===== src/rtl/adc_reader_pkg.sv =====
// rtl/adc_reader_pkg.sv - shared state encoding and default geometry for the ADC serial reader
package adc_reader_pkg;

   typedef enum logic [1:0] {
      ST_IDLE  = 2'd0,
      ST_SETUP = 2'd1,
      ST_SHIFT = 2'd2,
      ST_QUIET = 2'd3
   } state_t;

   localparam int DEF_CLK_DIV      = 4;
   localparam int DEF_FRAME_BITS   = 16;
   localparam int DEF_DATA_BITS    = 12;
   localparam int DEF_QUIET_CYCLES = 6;
   localparam int DEF_LEAD_BITS    = DEF_FRAME_BITS - DEF_DATA_BITS;

endpackage


===== src/rtl/adc_serial_reader_if.sv =====
// rtl/adc_serial_reader_if.sv - ADC serial pin bundle (chip select, serial clock, data)
interface adc_serial_reader_if;

   logic adc_ncs;
   logic adc_sclk;
   logic adc_data;

   modport master (output adc_ncs, output adc_sclk, input adc_data);
   modport slave  (input adc_ncs, input adc_sclk, output adc_data);

endinterface


===== src/rtl/adc_sclk_gen.sv =====
// rtl/adc_sclk_gen.sv - serial clock generator: half-period divider, edge strobes, bit counter
module adc_sclk_gen
   import adc_reader_pkg::*;
#(
   parameter int DIV  = DEF_CLK_DIV,
   parameter int BITS = DEF_FRAME_BITS
) (
   input  logic                      i_clk,
   input  logic                      i_rst_n,
   input  logic                      i_en,
   output logic                      o_sclk,
   output logic                      o_rise,
   output logic                      o_fall,
   output logic [$clog2(BITS+1)-1:0] o_bit_cnt
);

   localparam int HW = $clog2(DIV);
   localparam int BW = $clog2(BITS + 1);

   logic [HW-1:0] r_half_cnt;
   logic          r_sclk;
   logic [BW-1:0] r_bit_cnt;
   logic          w_toggle;
   logic          w_rise;
   logic          w_fall;
   logic          w_last;

   // Strobes mark the clock edge that is about to move SClk, so users can act on that same edge.
   assign w_toggle = i_en && (r_half_cnt == HW'(DIV - 1));
   assign w_rise   = w_toggle && !r_sclk;
   assign w_fall   = w_toggle && r_sclk;
   // Once every bit has had its rising edge, the end of the last high half stops SClk high.
   assign w_last   = w_fall && (r_bit_cnt == BW'(BITS));

   assign o_sclk    = r_sclk;
   assign o_rise    = w_rise;
   assign o_fall    = w_fall;
   assign o_bit_cnt = r_bit_cnt;

   // Divider, SClk level and count of rising edges; disabled means idle-high and cleared.
   always_ff @(posedge i_clk or negedge i_rst_n) begin
      if (!i_rst_n) begin
         r_half_cnt <= '0;
         r_sclk     <= 1'b1;
         r_bit_cnt  <= '0;
      end else if (!i_en || w_last) begin
         r_half_cnt <= '0;
         r_sclk     <= 1'b1;
         r_bit_cnt  <= '0;
      end else if (w_toggle) begin
         r_half_cnt <= '0;
         r_sclk     <= ~r_sclk;
         if (!r_sclk) begin
            r_bit_cnt <= r_bit_cnt + 1'b1;
         end
      end else begin
         r_half_cnt <= r_half_cnt + 1'b1;
      end
   end

endmodule


===== src/rtl/adc_serial_reader.sv =====
// rtl/adc_serial_reader.sv - ADC serial master: one frame per start, strips lead bits, flags overruns
module adc_serial_reader
   import adc_reader_pkg::*;
#(
   parameter int CLK_DIV      = DEF_CLK_DIV,
   parameter int FRAME_BITS   = DEF_FRAME_BITS,
   parameter int DATA_BITS    = DEF_DATA_BITS,
   parameter int QUIET_CYCLES = DEF_QUIET_CYCLES
) (
   input  logic                 i_clk,
   input  logic                 i_rst_n,
   input  logic                 i_start,
   output logic                 o_busy,
   output logic                 o_overrun,
   output logic [DATA_BITS-1:0] o_data,
   output logic                 o_valid,
   output logic                 o_frame_error,
   adc_serial_reader_if.master  adc
);

   localparam int LEAD_BITS = FRAME_BITS - DATA_BITS;
   localparam int QW        = $clog2(QUIET_CYCLES + 1);
   localparam int BW        = $clog2(FRAME_BITS + 1);

   state_t                r_state;
   state_t                w_next_state;
   logic                  w_gen_en;
   logic                  w_sclk;
   logic                  w_rise;
   logic                  w_fall;
   logic                  w_last;
   logic [BW-1:0]         w_bit_cnt;
   logic [FRAME_BITS-1:0] r_shift;
   logic [QW-1:0]         r_quiet_cnt;
   logic                  r_ncs;
   logic                  r_busy;
   logic                  r_overrun;
   logic                  r_valid;
   logic                  r_frame_error;
   logic [DATA_BITS-1:0]  r_data;

   // SETUP is simply the first high half-period, so the generator runs through SETUP and SHIFT.
   assign w_gen_en = (r_state == ST_SETUP) || (r_state == ST_SHIFT);
   assign w_last   = (r_state == ST_SHIFT) && w_fall && (w_bit_cnt == BW'(FRAME_BITS));

   adc_sclk_gen #(
      .DIV  (CLK_DIV),
      .BITS (FRAME_BITS)
   ) u_sclk_gen (
      .i_clk     (i_clk),
      .i_rst_n   (i_rst_n),
      .i_en      (w_gen_en),
      .o_sclk    (w_sclk),
      .o_rise    (w_rise),
      .o_fall    (w_fall),
      .o_bit_cnt (w_bit_cnt)
   );

   // Next-state selection for the conversion sequence.
   always_comb begin
      w_next_state = r_state;
      case (r_state)
         ST_IDLE:  if (i_start) w_next_state = ST_SETUP;
         ST_SETUP: if (w_fall) w_next_state = ST_SHIFT;
         ST_SHIFT: if (w_last) w_next_state = ST_QUIET;
         ST_QUIET: if (r_quiet_cnt == QW'(QUIET_CYCLES - 1)) w_next_state = ST_IDLE;
         default:  w_next_state = ST_IDLE;
      endcase
   end

   // State register.
   always_ff @(posedge i_clk or negedge i_rst_n) begin
      if (!i_rst_n) begin
         r_state <= ST_IDLE;
      end else begin
         r_state <= w_next_state;
      end
   end

   // Quiet-time counter, restarted on every entry to QUIET.
   always_ff @(posedge i_clk or negedge i_rst_n) begin
      if (!i_rst_n) begin
         r_quiet_cnt <= '0;
      end else if (r_state == ST_QUIET) begin
         r_quiet_cnt <= r_quiet_cnt + 1'b1;
      end else begin
         r_quiet_cnt <= '0;
      end
   end

   // Capture the pin value present just before the edge that raises SClk, MSB first.
   always_ff @(posedge i_clk or negedge i_rst_n) begin
      if (!i_rst_n) begin
         r_shift <= '0;
      end else if (w_rise) begin
         r_shift <= {r_shift[FRAME_BITS-2:0], adc.adc_data};
      end
   end

   // Registered outputs, derived from the next state so chip select and busy line up with it.
   always_ff @(posedge i_clk or negedge i_rst_n) begin
      if (!i_rst_n) begin
         r_ncs         <= 1'b1;
         r_busy        <= 1'b0;
         r_overrun     <= 1'b0;
         r_valid       <= 1'b0;
         r_frame_error <= 1'b0;
         r_data        <= '0;
      end else begin
         r_ncs     <= !((w_next_state == ST_SETUP) || (w_next_state == ST_SHIFT));
         r_busy    <= (w_next_state != ST_IDLE);
         r_overrun <= i_start && (r_state != ST_IDLE);
         r_valid   <= w_last;
         if (w_last) begin
            r_data        <= r_shift[DATA_BITS-1:0];
            r_frame_error <= |r_shift[FRAME_BITS-1:FRAME_BITS-LEAD_BITS];
         end
      end
   end

   assign adc.adc_ncs   = r_ncs;
   assign adc.adc_sclk  = w_sclk;
   assign o_busy        = r_busy;
   assign o_overrun     = r_overrun;
   assign o_valid       = r_valid;
   assign o_frame_error = r_frame_error;
   assign o_data        = r_data;

endmodule

===== src/flat_wrapper.sv =====
// flat-port wrapper written by rule: the top's interface ports become plain ports
module adc_serial_reader_flat import adc_reader_pkg::*;
#(
   parameter int CLK_DIV      = DEF_CLK_DIV,
   parameter int FRAME_BITS   = DEF_FRAME_BITS,
   parameter int DATA_BITS    = DEF_DATA_BITS,
   parameter int QUIET_CYCLES = DEF_QUIET_CYCLES
)
  (i_clk, i_rst_n, i_start, o_busy, o_overrun, o_data, o_valid, o_frame_error, adc_adc_ncs, adc_adc_sclk, adc_adc_data);
  adc_serial_reader_if adc_i ();
  input  logic i_clk;
  input  logic i_rst_n;
  input  logic i_start;
  output logic o_busy;
  output logic o_overrun;
  output logic [DATA_BITS-1:0] o_data;
  output logic o_valid;
  output logic o_frame_error;
  output wire logic [$bits(adc_i.adc_ncs)-1:0] adc_adc_ncs;
  output wire logic [$bits(adc_i.adc_sclk)-1:0] adc_adc_sclk;
  input wire logic [$bits(adc_i.adc_data)-1:0] adc_adc_data;
  assign adc_adc_ncs = adc_i.adc_ncs;
  assign adc_adc_sclk = adc_i.adc_sclk;
  assign adc_i.adc_data = adc_adc_data;
  adc_serial_reader #(.CLK_DIV(CLK_DIV), .FRAME_BITS(FRAME_BITS), .DATA_BITS(DATA_BITS), .QUIET_CYCLES(QUIET_CYCLES)) u_core (.i_clk(i_clk), .i_rst_n(i_rst_n), .i_start(i_start), .o_busy(o_busy), .o_overrun(o_overrun), .o_data(o_data), .o_valid(o_valid), .o_frame_error(o_frame_error), .adc(adc_i));
endmodule

===== config.mk =====
export PLATFORM = sky130hd
export DESIGN_NAME = adc_serial_reader_flat
export DESIGN_NICKNAME = d
export VERILOG_FILES = /design/src/rtl/adc_reader_pkg.sv /design/src/rtl/adc_serial_reader_if.sv /design/src/rtl/adc_sclk_gen.sv /design/src/rtl/adc_serial_reader.sv /design/src/flat_wrapper.sv
export SDC_FILE = /design/constraint.sdc
export NUM_CORES = 1
export LEC_CHECK = 0
export BUFFER_PORTS_ARGS = -buffer_cell sky130_fd_sc_hd__buf_2
export CAP_MARGIN = 20
export CORE_AREA = 8 8 77 79
export CTS_CLUSTER_SIZE = 10
export DETAILED_ROUTE_END_ITERATION = 16
export DIE_AREA = 0 0 85 87
export GPL_TIMING_DRIVEN = 0
export PLACE_DENSITY = 0.73
export SETUP_SLACK_MARGIN = 0.2
export SYNTH_ARGS = -nofsm -noshare
export SYNTH_HDL_FRONTEND = slang
export SYNTH_SLANG_ARGS = --single-unit

===== constraint.sdc =====
create_clock -name i_clk -period 3.75 [get_ports i_clk]
set_clock_uncertainty 0.15 [all_clocks]
set_input_delay 0.375 -clock i_clk [delete_from_list [all_inputs] [get_ports i_clk]]
set_output_delay 0.375 -clock i_clk [all_outputs]
set_load 0.005 [all_outputs]

==> metrics.txt <==
status finished clean; placed cell area 2200 µm²; min-delay src adc_adc_data; Filler cells 416; CTS max path bufs 2; Slew Viols, Final 0; final wirelength 3.32 mm; unrepaired setup endpoints after global routing no; CTS tree yes; Synth top area share 54.4%; die height 87 µm; Final Hold Viols 0; sequential share of the synthesized area 56.9%; R2R Path End u_core.adc.adc_ncs; initial antenna violation count 0; Worst setup SP type flip-flop; Critical Path End Type flip-flop; Mean Syn Cell Area 14.0 µm²; reg-to-reg startpoint u_core.r_state[0]; Final Cycle Share 64.8%; vias in the first global route 1248; CTS H-tree lvls 2; Final min period 2430 ps; Max VDD drop 366 µV; Hold Crit Depth 2; drt initial violations 82; FP Rows 26; final routed DRC violation total 0; clk_lat worst skew 310 ps; Layout Nets 189; drt wl/cell 14.3 µm; Net Count, Synth 159; synth warn 0; port bufs 21; Hold Path End u_core.r_shift[0]; largest cells by area after synthesis dfrtp_1 (54%), mux2_2 (12%), ha_1 (6.2%), mux2_4 (5.2%), dfstp_2 (2.6%); gate count after technology mapping 145; static leakage 1.21 nW; MaxCap Viol Count 0; final-report setup violation count 0; First-pass DRT Iterations 4; Final Cell Area 2340 µm²; Mapped Area 2030 µm²; total track usage 10.2%; Final WS setup 1320 ps; worst hold path type input port to flip-flop; synthesized flop and latch total 46; Peak Freq 412 MHz; slew margin rel. 51.3%; CTS Root Cell clkbuf_8; Worst R2R Path Depth 8; Power Density 522 nW/µm²; Worst-Margin Slew 723 ps; area grow syn2layout 15.6%; Ports 22; # resized after CTS 0; CP Class flip-flop to flip-flop; CTS Buf Count 5; core area 4850 µm²; layout cell share with drive strength beyond 1 39.2%; largest net degree at the start of global routing 47; Ant. Diodes 0; clk slew on worst S/H paths 80 ps; vias per inst 4.98; Die X 85 µm; final antenna-violating net count 0; Worst EP required 3850 ps; biggest area consumer among synthesized cells dfrtp_1; global-route wire length before repair 5.91 mm; pre-CTS setup slack 1290 ps; DP HPWL 2.34 mm; Synth cell types 36; Die Area 7400 µm²; via count 1155; arrival time at the worst endpoint 2530 ps; Reg2Reg Setup Slack 1320 ps; effective utilization at floorplan 41.8%; Critical Path Fanout Max 10; TritonCTS Sinks 46; setup TNS 0 ps; GPL Wtd Cong 0.724; grt ovf 0
registers in the layout, summed over array words and instances, names as in the netlist:
register,cells
u_core.r_shift,16
u_core.adc.adc_ncs,1
u_core.r_state,2
u_core.o_valid,1
u_core.o_data,12
u_core.o_frame_error,1
u_core.u_sclk_gen.r_half_cnt,2
u_core.o_overrun,1
u_core.o_busy,1
u_core.u_sclk_gen.o_sclk,1
u_core.u_sclk_gen.o_bit_cnt,5
u_core.r_quiet_cnt,3
layout by cell type, fill, tap and decap left out, types with 3 or more instances in the layout:
master	instances
dfrtp_1	44
clkbuf_8	5
a21oi_1	4
buf_2	23
inv_1	10
mux2_2	22
ha_1	10
nand2_1	4
nor2_1	6
o21ai_0	3
mux2_4	7
power breakdown:
part / switching, mW / internal, mW / leakage [nW] / total [mW]
clock network: 0.168 / 0.199 / 0.0514 / 0.367
registers: 0.0344 / 0.551 / 0.626 / 0.586
logic: 0.156 / 0.114 / 0.530 / 0.270
total: 0.358 / 0.864 / 1.21 / 1.22
repair_timing:
action	4_1_cts	5_1_grt
buffers inserted	0	0
hold buffers	0	1
hold endpoints to repair	0	44
Yosys cell counts (all sizes together):
cell type	instances
a31oi	1
and2	2
o311a	1
a31o	1
a21oi	4
nand2	4
clkbuf	1
dfstp	2
nand4b	2
nor2	6
o311ai	1
ha	10
mux2	29
mux2i	1
or4	1
nor3b	1
o21ai	3
nand4bb	1
a21boi	1
inv	10
or3	3
a2111o	1
nand3	2
nor3	1
buf	4
xor2	2
or2b	1
dfrtp	44
nand4	1
nand3b	1
xnor2	1
nor2b	2
final cells by class:
class                      count  area [µm²]  area share (%)
buffer                         5        41.3            1.76
clock buffer                   6        72.6            3.10
clock inverter                 2        37.5            1.60
inverter                      10        37.5            1.60
multi-input combinational     84         793            33.9
sequential                    46        1150            49.3
tap                           56        70.1            2.99
timing repair buffer          23         135            5.77
routing by layer:
| metal | global-route usage, % | part of all wire, % |
|---|---|---|
| met1 | 11.5 | 46 |
| met2 | 17.2 | 50 |
| met3 | 2.83 | 2.4 |
| met4 | 5.83 | 2.2 |
| met5 | 0 | 0 |
how the worst max path moves through the flow:
stage	start	end	slack (ps)
global route	u_core.r_state[0]	u_core.adc.adc_ncs	1110
detailed placement	u_core.r_state[0]	u_core.adc.adc_ncs	1290
finish	u_core.r_state[0]	u_core.adc.adc_ncs	1320
CTS	u_core.r_state[0]	u_core.adc.adc_ncs	1280
floorplan	u_core.r_state[0]	u_core.adc.adc_ncs	1640
global placement	u_core.r_state[0]	u_core.adc.adc_ncs	1330
critical path, stage by stage (launching register included):
cell	delay (ps)
dfrtp_1	420
inv_1	100
ha_1	410
nand3_1	170
nor3_4	380
buf_12	210
o311ai_0	140
ha_1	320
inv_1	70
cell families after synthesis:
family          share of synthesized area [%]
buf+inv                                  3.89
simple gates                             9.39
flops                                    56.9
fa+ha+maj                                6.18
compound gates                           4.39
xor+xnor                                 1.30
mux                                      17.9
through the flow:
stage               hold WS (ps)  utilization (%)  cells  power, mW
CTS                          116             47.7    230       1.24
global route                 150             48.3    232       1.30
global placement             285             45.4    222      0.851
floorplan                  -70.6                -    145      0.778
detailed placement           282             45.4    222      0.867
finish                       150             48.3    232       1.22
(Power assumes the default switching activity.)
